$ cat src/rtl/rr_arbiter8.sv
// rr_arbiter8: 8-way round-robin arbiter with DONE/withdraw release and a hold-limit timeout.
module rr_arbiter8 #(
  parameter int MAX_HOLD = 16
) (
  input  logic       clk,
  input  logic       rst_n,
  input  logic [7:0] req,
  input  logic       done,
  output logic [7:0] gnt,
  output logic [2:0] gnt_id,
  output logic       valid,
  output logic       timeout
);
  typedef enum logic {IDLE, GRANT} state_t;
  state_t state, state_n;
  logic [2:0] ptr, ptr_n, k, idx, gnt_id_n;
  logic [7:0] hcnt, hcnt_n, gnt_n;
  logic       valid_n, timeout_n, hit, rel;
  always_comb begin
    k = ptr;
    idx = ptr;
    for (int i = 7; i >= 0; i--) begin
      idx = ptr + 3'(i);
      k = req[idx] ? idx : k;
    end
  end
  assign hit = (MAX_HOLD != 0) && (hcnt == 8'(MAX_HOLD));
  assign rel = done || !req[gnt_id] || hit;
  always_comb begin
    state_n = state;
    ptr_n = ptr;
    hcnt_n = hcnt;
    gnt_n = gnt;
    gnt_id_n = gnt_id;
    valid_n = valid;
    timeout_n = 1'b0;
    if (state == IDLE) begin
      if (|req) begin
        state_n = GRANT;
        gnt_n = 8'b1 << k;
        gnt_id_n = k;
        valid_n = 1'b1;
        hcnt_n = 8'd1;
        ptr_n = k + 3'd1;
      end
    end else if (rel) begin
      state_n = IDLE;
      gnt_n = 8'h00;
      gnt_id_n = 3'd0;
      valid_n = 1'b0;
      hcnt_n = 8'd0;
      timeout_n = !done && req[gnt_id] && hit;
    end else begin
      hcnt_n = (hcnt == 8'hFF) ? hcnt : hcnt + 8'd1;
    end
  end
  always_ff @(posedge clk) begin
    if (!rst_n) begin
      state <= IDLE;
      ptr <= 3'd0;
      hcnt <= 8'd0;
      gnt <= 8'h00;
      gnt_id <= 3'd0;
      valid <= 1'b0;
      timeout <= 1'b0;
    end else begin
      state <= state_n;
      ptr <= ptr_n;
      hcnt <= hcnt_n;
      gnt <= gnt_n;
      gnt_id <= gnt_id_n;
      valid <= valid_n;
      timeout <= timeout_n;
    end
  end
endmodule

$ cat config.mk
export PLATFORM = sky130hd
export DESIGN_NAME = rr_arbiter8
export DESIGN_NICKNAME = d
export VERILOG_FILES = /design/src/rtl/rr_arbiter8.sv
export SDC_FILE = /design/constraint.sdc
export NUM_CORES = 1
export LEC_CHECK = 0
export CAP_MARGIN = 15
export CORE_MARGIN = 2
export CORE_UTILIZATION = 60
export CTS_CLUSTER_SIZE = 40
export DETAILED_ROUTE_END_ITERATION = 16
export PLACE_DENSITY = 0.92
export RECOVER_POWER = 25
export SLEW_MARGIN = 10
export SYNTH_ARGS = -nofsm -noshare
export SYNTH_HDL_FRONTEND = slang
export SYNTH_SLANG_ARGS = --single-unit
$ cat constraint.sdc
create_clock -name clk -period 6.9 [get_ports clk]
set_input_delay 2.07 -clock clk [delete_from_list [all_inputs] [get_ports clk]]
set_output_delay 2.07 -clock clk [all_outputs]
set_load 0.02 [all_outputs]
# Yosys cells after proc, flatten, opt, wreduce, memory -nomap -nowiden
# Cells that the tools add are included.
[totals] regBits=25 wordCells=85 n_memories=0 rom_bits=0 in_bits=11 out_inout_bits=13 ramBits=0 latch_bits=0
[op_classes] reduce_logical=12 add_sub_neg=9 n_eq_ne=4 shift=1 bitwise_logic=1 magnitude_cmp=9 muxes=42 multipliers=0 div_mod_pow=0
[ops] operator="$mux 8" n=7
[ops] operator="$lt 3x4->1 const B" n=9
[ops] operator="$mux 3" n=11
[ops] operator="$bmux 1 s3" n=9
[ops] operator="$mux 1" n=15
[ops] operator="$add 3x3->3 const B" n=4
[ops] operator="$add 8x1->8 const B" n=1
[ops] operator="$eq 8x5->1 const B" n=1
[ops] operator="$eq 8x8->1 const B" n=1
[ops] operator="$reduce_or 8->1" n=1
[ops] operator="$shl 1x3->8 const A" n=1
[ops] operator="$add 3x1->3 const B" n=2
[ops] operator="$add 3x2->3 const B" n=2
[ops] operator="$reduce_and 2->1" n=3
[ops] operator="$ne 3x3->1 const B" n=1
[ops] operator="$reduce_and 3->1" n=1
[ops] operator="$logic_and 1x1->1" n=2
[ops] operator="$logic_not 1->1" n=2
[ops] operator="$logic_or 1x1->1" n=2
[ops] operator="$ne 2x1->1 const B" n=1
[ops] operator="$reduce_bool 2->1" n=1
[ops] operator="$not 1->1" n=1

# Depth between registers and ports, before layout
# Gate-level depths: netlist (run 1).
[depth] ltp_word=14 depth_mapped=15 ltp_nobuf=12

# Least setup slack after synthesis (run 1)
# Ideal clock, no wire load.
[synth_path] path_type="input -> register" startpoint="input port req[2]" endpoint="register ptr[2]" setup_ns=0.115 n_path_buf=0 slack_ns=2.572 t_arrival_ns=4.213 required_time_ns=6.785 stages=10 path_cell_list="mux4_2 -> mux2_4 -> a2111oi_4 -> a21oi_2 -> a221oi_4 -> or2_1 -> and2_1 -> ha_1 -> a21oi_1 -> nor2b_1"
[synth_via] elab_chain_cells=11 word_cells_on_any_way=27 cone_classes="add/sub: 1; mux: 24; reduce/logical: 2"
[synth_lines] item="from (decl)" line_no="7" text="input logic [7:0] req,"
[synth_lines] item="$bmux 1 s3" line_no="24" text="k = req[idx] ? idx : k;"
[synth_lines] item="$mux 1 (not written as such)" line_no="24"
[synth_lines] item="$mux 3 (8 in series)" line_no="24"
[synth_lines] item="$add 3x1->3" line_no="44" text="ptr_n = k + 3'd1;"
[synth_lines] item="to (signal assigned)" line_no="68" text="ptr <= ptr_n;"
[synth_lines] item="to (decl)" line_no="16" text="logic [2:0] ptr, ptr_n, k, idx, gnt_id_n;"
# Parallel ways exist; a longest one is shown, timed or not. The select of a mux whose other input is x is not followed.
# A chain may end at the register's enable or synchronous reset.

# Worst setup path after layout (run 1)
[layout_path] startpoint="input port req[4]" endpoint="register ptr[2]"
# The elaborated chain is that of the path after synthesis.

==> results.md, run 1 <==
- Startpoint class of the critical path: input pin
- DRC viols: 0
- Post-Synth Simple-Gate Area: a little over a fifth
- Hold_buf cts: 0
- LEAKAGE: roughly 0.84 nW
- Initial core utilization: ~64%
- Reg2reg start: ptr[0]
- Core outline area: 3128 um2
- Wire per inst: roughly 16 um
- Antenna-violating nets left: 0
- Commonest cells in the synthesized netlist: dfxtp_1 (25), nand2_1 (21), nor2_1 (19), mux4_2 (12), a21oi_1 (9)
- Critical Path RT: 7.13 ns
- CP Cell Sequence: clkdlybuf4s50_1 > mux4_2 > mux2i_1 > a21oi_1 > o211a_1 > or3_1 > and2_1 > ha_1 > a21oi_1 > nor2b_1
- CTS tree: yes
- Reg2Reg Depth: 11
- Final Setup Violations: 0
- WHS Path Cells: 2
- Mapped Cells: 220
- Max Freq: about 210 MHz
- Drt first-iter violations: roughly 150
- Worst skew pair latency: roughly 0.32 ns
- RSZ-0062 raised after global routing: no
- Worst Tran Pin Value: 0.8802 ns
- Final number of max-transition violations: 0
- Max Cap Violations: 0
- Max clock buf depth: 2
- Slew HR: slightly above 40%
- Seq/Total Area, Yosys: approximately 25%
- Sum Neg Setup Slack: 0 ns
- Most common cell on crit path: a21oi_1
- Io pins: 24
- Worst Hold Class: flop to flop
- Max Clock Skew: between 0.006 and 0.007 ns
- Share of layout cells above drive strength 1: roughly 12%
- WS Path Type: input pin to flop
- Routed vias/inst: 6.523
- Die area: between 3000 and 4000 um2
- Routability cong.: around 0.95
- FP Rows: 20
- Largest net degree at the start of global routing: 20
- Sink of the worst hold path: valid
- DP HPWL: between 3000 and 4000 um
- Storage cell area: ~500 um2
- Worst VDD drop: ~0.00028 V
- Hold_sp: valid
- TritonCTS Sinks: 25
- Share of the synthesized area in the top cell type: about a quarter
- Chip width: 61.84 um
- Clock transition at the registers of the reported paths: about 0.13 ns
- Mux share of post-synthesis cell area: between 20% and 30%
- Gr ovfl total: 0
- Vias in the first global route: roughly 1700
- Reg-to-reg slack, setup: 2.66 ns
- Root Buffer Master: clkbuf_4
- TritonCTS buffer count: 3
- Distinct cells, synth: 54
- First-pass DRT Iterations: 4
- WP data arrival: ~5 ns
- Vias: 1833
- Post-Syn Area: approximately 2000 um2
- Critical path's largest stage delay: approximately 0.59 ns
- CP max FO: 9
- Post-synth EDFFs: 0
- Gr usage total: 25.96%
- R2R Path End: ptr[2]
- Final Hold Violating Endpoints: 0
- Overall power: about 0.94 mW
- First-pass GRT wire length: 7562 um
- Synth Area in Compound Gates: between 20% and 30%
- Critical path buffers and inverters: 1
- Largest family of logic cells by synthesized area: multiplexers
- Nets@finish: about 250
- Slowest stage cell, crit path: mux4_2
- CTS resizes: 0
- Initial antenna violation count: 0
- Status: complete, no violations
- Max H-tree Level: 1
- Average cell area after synthesis: between 9 and 10 um2
- Post-synthesis adder-cell area fraction: 3.117%
- CP delay by family, top: multiplexers
- Ys Warns: 0
- Area leader, netlist: dfxtp_1
- Worst Setup End Kind: flop
- Synth top area cells: dfxtp_1 (25%), mux4_2 (13%), mux2_2 (4.5%)
- Setup crit start: req[4]
- Most common flop cell mapped by yosys: dfxtp_1
- ANT cells: 0
- Min cycle time layout: between 4 and 5 ns
- Asr flop ratio synth: 0%
- Layout area overhead: 12.97%
- # fillers: 240
- Post-Synth XOR/XNOR Area: 3.928%
- Seq cells post-synth: 25
- Port Buffers: 23
- PD cells: roughly 420 nW/um2
- Mapped Nets: roughly 240
- Count leader, synth: dfxtp_1
- Post-CTS Setup Repair Bufs: 0
- Final wirelength: ~4600 um
- Final worst path period share: around 70%
- Area of the multi-input gates: roughly 1400 um2
- Die Y: 61.84 um
worst register-to-register path, cell delays in order (launching register included):
cell and delay (ns):
dfxtp_1 0.85, inv_1 0.28, ha_1 0.73, mux4_2 0.46
mux2i_1 0.32, a21oi_1 0.18, o211a_1 0.26, or3_1 0.44
and2_1 0.19, ha_1 0.26, a21oi_1 0.13, nor2b_1 0.06
sequential cells by signal, summed over array words and instances, names as in the netlist:
signal / flops
hcnt: 8
state: 1
ptr: 3
gnt_id: 3
valid: 1
timeout: 1
gnt: 8
placed cells by master (no fill, tap or decap), drive strengths merged, types with 4 or more instances in the layout:
cell           instances
o31ai                  5
xor2                   7
dlygate4sd3            9
clkdlybuf4s50         14
nand3                  4
a221oi                 4
clkbuf                 4
and2                   5
nand4                  6
a31oi                  5
mux2i                  5
dfxtp                 25
nor2b                  5
inv                    7
mux2                  11
nand2                 21
a21oi                 10
o21ai                  9
nor3                   5
ha                     5
nor2                  19
and3                   5
mux4                  12
stage by stage:
step	util [%]	hold WS [ns]	setup slack, ns	instance area [um2]	std cells
detailed placement	71.64	0.4396	1.779	2241	277
finish	72.48	0.4600	2.095	2267	281
floorplan	-	0.4619	2.572	2007	220
global route	72.48	0.4854	1.940	2267	281
global placement	71.64	0.4380	1.833	2241	277
CTS	72.48	0.4676	2.109	2267	281
final cells by class:
type                            count  share of cell area (%)
Multi-Input combinational cell    177                   62.86
Sequential cell                    25                   22.08
Timing Repair Buffer               23                   10.15
Tap cell                           44                   2.428
Inverter                            8                   1.325
Clock buffer                        4                   1.159
layer usage:
| metal | routed length [um] | vias up | part of all wire (%) | GRT usage (%) |
|---|---|---|---|---|
| met5 | 0 | - | 0 | 0 |
| met4 | 133 | 0 | 2.9 | 11.55 |
| met3 | 267 | 16 | 5.8 | 1.656 |
| met2 | 2138 | 91 | 46 | 42.26 |
| met1 | 2064 | 849 | 45 | 35.62 |
| li1 | - | 877 | - | - |
where the power goes:
group	switching [mW]	internal, mW	total, mW
clock network	0.0410	0.0226	0.0637
logic	0.364	0.291	0.655
registers	0.0528	0.172	0.225
total	0.458	0.486	0.944
cells by family after synthesis:
kind of cell / after synthesis
AOI/OAI and AO/OA: 52
xor gates and xnor gates: 9
adders and majority gates: 5
buffers and inverters: 18
DFF: 25
muxes: 28
and+or+nand+nor: 83
how the worst max path moves through the flow:
| stage | depth (start not counted) | to | slack [ns] |
|---|---|---|---|
| floorplan | 10 | ptr[2] | 2.57 |
| global placement | 10 | ptr[2] | 1.83 |
| detailed placement | 10 | ptr[2] | 1.78 |
| CTS | 10 | ptr[2] | 2.11 |
| global route | 10 | ptr[2] | 1.94 |
| finish | 10 | ptr[2] | 2.09 |
No activity file was read; power rests on OpenSTA's default activity.
==> run 2, diff against run 1 <==
Settings changed: CORE_UTILIZATION 60 to 56, PLACE_DENSITY 0.92 to 0.87.
Clock period 6.9 ns to 5 ns, I/O delays scaled along.
==> run 2 against run 1 <==
  * Cell area increased by 0.77%
  * Clock power increased by 42%
  * Cell count is 1.4% higher
  * Critical endpoint unchanged
==> results.md, run 2 (synthesis gave the netlist of run 1 again) <==
- Status: complete, no violations (unchanged)
- TritonCTS Sinks: 25 (unchanged)
- Critical Path RT: 5.23 ns (was 7.13 ns)
- Max Cap Violations: 0 (unchanged)
- Final number of max-transition violations: 0 (unchanged)
- Root Buffer Master: clkbuf_4 (unchanged)
- Core outline area: 3390 um2 (was 3128 um2)
- Vias in the first global route: 1704 (was 1670)
- Worst skew pair latency: 0.32 ns (about the same)
- Antenna-violating nets left: 0 (unchanged)
- TritonCTS buffer count: 3 (unchanged)
- Vias: 1795 (was 1833)
- Final Hold Violating Endpoints: 0 (unchanged)
- Max Clock Skew: 0.003492 ns (was 0.006216 ns)
- Nets@finish: 256 (was 254)
- Commonest cells after routing, fill and taps aside: dfxtp_1 (25), nand2_1 (21), nor2_1 (19) (unchanged)
- Drt first-iter violations: 186 (was 148)
- Share of layout cells above drive strength 1: 12.97% (was 12.24%)
- Largest net degree at the start of global routing: 20 (unchanged)
- Worst Setup End Kind: flop (unchanged)
- Gr usage total: 22.94% (was 25.96%)
- DRC viols: 0 (unchanged)
- Utilization after layout: 67.40% (was 72.48%)
- Port Buffers: 23 (unchanged)
- Sum Neg Setup Slack: 0 ns (unchanged)
- Chip width: 63.87 um (was 61.84 um)
- CP max FO: 19 (was 9)
- Die Y: 63.87 um (was 61.84 um)
- Io pins: 24 (unchanged)
- Initial antenna violation count: 0 (unchanged)
- LEAKAGE: 0.8477 nW (was 0.8374 nW)
- Gr ovfl total: 0 (unchanged)
- Wire per inst: 15.65 um (was 16.39 um)
- PD cells: 573.0 nW/um2 (was 416.5 nW/um2)
- Reg2Reg Depth: 11 (unchanged)
- First-pass DRT Iterations: 4 (unchanged)
- WS Path Type: flop to flop (was input pin to flop)
- Leading cell type in the layout, fill and taps excluded: dfxtp_1 (unchanged)
- Biggest regs: gnt (8), hcnt (8) (unchanged)
- FP Rows: 21 (was 20)
- Layout area overhead: 13.84% (was 12.97%)
- Worst Hold Class: flop to flop (unchanged)
- Routed vias/inst: 6.298 (was 6.523)
- Post-CTS Setup Repair Bufs: 0 (unchanged)
- RSZ-0062 raised after global routing: no (unchanged)
- Min cycle time layout: approximately 4.3 ns
- ANT cells: 0 (unchanged)
- Max clock buf depth: 2 (unchanged)
- Final Setup Violations: 0 (unchanged)
- Max Freq: 233.6 MHz
- Initial core utilization: 59.21% (was 64.16%)
- Worst Tran Pin Value: 0.7684 ns (was 0.8802 ns)
- Die area: 4079 um2 (was 3824 um2)
- Slew HR: 48.05% (was 40.50%)
- Routability cong.: 0.9002 (was 0.9452)
- Max H-tree Level: 1 (unchanged)
- Startpoint class of the critical path: flop (was input pin)
- Worst VDD drop: 0.0003328 V (was 0.0002758 V)
- CTS tree: yes (unchanged)
- WHS Path Cells: 2 (unchanged)
- WP data arrival: 4.51 ns (was 5.03 ns)
- First-pass GRT wire length: 7665 um (was 7562 um)
- CTS resizes: 0 (unchanged)
- Final worst path period share: 85.61%
- Final wirelength: 4461 um (was 4605 um)
- Clock transition at the registers of the reported paths: 0.13 ns (about the same)
- Hold_buf cts: 0 (unchanged)
- DP HPWL: 3273 um (was 3423 um)
- Overall power: 1.309 mW (was 0.9442 mW)
run 2: cell count changes in the layout (fill, tap and decap cells not counted), sizes merged:
| cell | delta |
|---|---|
| buf | +2 |
run 2: routing by layer:
metal	GRT usage (%)	vias to the layer above	routed length, um
met5	0	-	0
met3	1.232	11	250
met2	36.20	66	2000
met1	32.74	837	2099
met4	9.511	0	111
li1	-	881	-
run 2: cell type report:
class / instances / area [um2]
multi-input cells: 177 / 1425
fillers: 278 / 1105
flip-flops and latches: 25 / 500.5
repair buffers: 25 / 245.2
well taps: 46 / 57.56
inverters: 8 / 30.03
clock buffers: 4 / 26.28
run 2: per-stage QoR:
stage	setup slack, ns	cells	instance area [um2]	hold WS [ns]
final	0.7195	285	2285	0.4614
after global routing	0.4071	285	2285	0.4966
after CTS	0.7420	285	2285	0.4674
after detailed placement	0.4456	281	2258	0.4411
after global placement	0.4873	281	2258	0.4377
after floorplan	1.242	220	2007	0.4619
run 2: path summary, 6_finish.rpt:
kind,endpoint,slack [ns],start
worst min-delay path,valid,0.46,valid
worst max register to register,ptr[2],0.72,ptr[0]
worst max-delay path,ptr[2],0.72,ptr[0]
worst min register to register,valid,0.46,valid
run 2: power by group:
group | switching (mW) | internal, mW | leakage [nW] | total [mW]
clock | 0.0591 | 0.0313 | 0.0150 | 0.0904
combinational | 0.509 | 0.414 | 0.629 | 0.923
sequential | 0.0578 | 0.238 | 0.204 | 0.296
run 2: worst max-delay path, stage by stage (launching register included):
cell and delay (ns):
dfxtp_1 0.84, inv_1 0.30, ha_1 0.75, mux4_2 0.44, mux2i_1 0.34, a21oi_1 0.18
o211a_1 0.26, or3_1 0.44, and2_1 0.19, ha_1 0.26, a21oi_1 0.12, nor2b_1 0.05
==> run 3, diff against run 2 <==
Settings changed: CAP_MARGIN 15 to 0.
Clock period 5 ns to 4.6 ns, I/O delays scaled along.
==> run 3 against run 2 <==
  * Register-to-register slack improved by 0.34 ns
  * Clock-buffer cell count stayed put
  * First-iteration DRC count is 3.8% higher
  * Worst hold slack better by 0.0061 ns
  * Global-route usage shrank 0.084 points
  * Routed wire length up 0.96%
  * Critical path type is now input pin to flop
  * Largest cell class unchanged
==> results.md, run 3 (synthesis gave the netlist of run 1 again) <==
- Status: complete, no violations (unchanged)
- First-pass DRT Iterations: 4 (unchanged)
- Largest net degree at the start of global routing: 19 (was 20)
- Core outline area: 3390 um2 (unchanged)
- LEAKAGE: 0.8549 nW (was 0.8477 nW)
- Vias in the first global route: 1640 (was 1704)
- Critical Path RT: 4.81 ns (was 5.23 ns)
- Final Hold Violating Endpoints: 0 (unchanged)
- Sum Neg Setup Slack: 0 ns (unchanged)
- Commonest cells after routing, fill and taps aside: dfxtp_1 (25), nand2_1 (21), nor2_1 (19) (unchanged)
- Drt first-iter violations: 193 (was 186)
- Max Cap Violations: 0 (unchanged)
- Gr ovfl total: 0 (unchanged)
- Die Y: 63.87 um (unchanged)
- FP Rows: 21 (unchanged)
- WS Path Type: input pin to flop (was flop to flop)
- Post-Layout Cell Count: 286 (was 285)
- Layout area overhead: 14.21% (was 13.84%)
- Routed vias/inst: 6.332 (was 6.298)
- Min setup slack post-route: 0.3972 ns (was 0.7195 ns)
- Port Buffers: 23 (unchanged)
- Overall power: 1.428 mW (was 1.309 mW)
- Max H-tree Level: 1 (unchanged)
- Final Setup Violations: 0 (unchanged)
- CP max FO: 9 (was 19)
- Post-CTS Setup Repair Bufs: 0 (unchanged)
- TritonCTS Sinks: 25 (unchanged)
- Worst VDD drop: 0.0003520 V (was 0.0003328 V)
- Wire per inst: 15.75 um (was 15.65 um)
- Max Freq: between 200 and 250 MHz
- Sw Ratio: 47.62% (was 47.81%)
- Switching pwr: 0.6798 mW (was 0.6259 mW)
- Sequential share of power: 20.8% (was 22.6%)
- CTS resizes: 0 (unchanged)
- Dpl cells: 282 (was 281)
- Clock transition at the registers of the reported paths: 0.12 ns (was 0.13 ns)
- First-pass GRT wire length: 7645 um (was 7665 um)
- Nets@finish: 257 (was 256)
- Gr usage total: 22.86% (was 22.94%)
- Share of layout cells above drive strength 1: 13.33% (was 12.97%)
- Root Buffer Master: clkbuf_4 (unchanged)
- Internal power: 0.7478 mW (was 0.6832 mW)
- Final worst path period share: about nine tenths
- Utilization after layout: 67.63% (was 67.40%)
- Chip width: 63.87 um (unchanged)
- Routability cong.: 0.8777 (was 0.9002)
- WP data arrival: 4.41 ns (was 4.51 ns)
- DRC viols: 0 (unchanged)
- Placed cell area: 2266 um2 (was 2258 um2)
- Vias: 1811 (was 1795)
- Min cycle time layout: roughly 4.2 ns
- Worst Tran Pin Value: 0.8356 ns (was 0.7684 ns)
- Initial core utilization: 59.21% (unchanged)
- CTS tree: yes (unchanged)
- Worst skew pair latency: 0.30 ns (was 0.32 ns)
- Initial antenna violation count: 0 (unchanged)
- Worst hold margin: 0.4675 ns (was 0.4614 ns)
- Slew HR: 43.51% (was 48.05%)
- ANT cells: 0 (unchanged)
- DP HPWL: 3359 um (was 3273 um)
- Max Clock Skew: 0.002789 ns (was 0.003492 ns)
- Hold_buf cts: 0 (unchanged)
- RSZ-0062 raised after global routing: no (unchanged)
- Clock group share of total power: 6.4% (was 6.9%)
- Logic pwr share: 72.7% (was 70.5%)
- TritonCTS buffer count: 3 (unchanged)
- PD cells: 622.8 nW/um2 (was 573.0 nW/um2)
- Final number of max-transition violations: 0 (unchanged)
- Max clock buf depth: 2 (unchanged)
- Io pins: 24 (unchanged)
- Biggest regs: gnt (8), hcnt (8) (unchanged)
- Antenna-violating nets left: 0 (unchanged)
- Die area: 4079 um2 (unchanged)
- Pre-CTS setup slack: 0.1368 ns (was 0.4456 ns)
- Final wirelength: 4504 um (was 4461 um)
- Startpoint class of the critical path: input pin (was flop)
- Leading cell type in the layout, fill and taps excluded: dfxtp_1 (unchanged)
- Final instance area: 2292 um2 (was 2285 um2)
- Worst Setup End Kind: flop (unchanged)
- Worst Hold Class: flop to flop (unchanged)
[run 3: critical path, cell delays in order]
cell             delay [ns]
clkdlybuf4s50_1        0.55
mux4_2                 0.58
mux2i_1                0.35
a21oi_1                0.18
o211a_1                0.26
or3_1                  0.43
and2_1                 0.19
ha_1                   0.27
a21oi_1                0.14
nor2b_1                0.06
[run 3: routing by layer]
layer  track usage, %  vias to the layer above  part of all wire [%]
li1                 -                      882                     -
met1            32.70                      867                    46
met2            36.59                       56                    47
met3            2.993                        6                   5.4
met4            5.435                        0                   1.5
met5                0                        -                     0
[run 3: final cells by class]
cell class / count / area (um2)
Multi-Input combinational cell: 177 / 1425
Fill cell: 262 / 1097
Sequential cell: 25 / 500.5
Timing Repair Buffer: 26 / 252.7
Tap cell: 46 / 57.56
Inverter: 8 / 30.03
Clock buffer: 4 / 26.28
[run 3: power groups by stage]
stage	Clock, mW	Combinational [mW]	Sequential, mW
after floorplan	0	0.779	0.326
after global placement	0	1.01	0.303
after detailed placement	0	1.03	0.303
after CTS	0.0956	1.04	0.298
after global routing	0.102	1.13	0.303
final	0.0919	1.04	0.297
[run 3: worst paths after layout]
path	startpoint	endpoint	slack [ns]	cells after the start
worst min-delay path	valid	valid	0.47	2
worst max-delay path	req[4]	ptr[2]	0.40	10
worst max register to register	ptr[0]	ptr[2]	1.06	11
worst min register to register	valid	valid	0.47	2
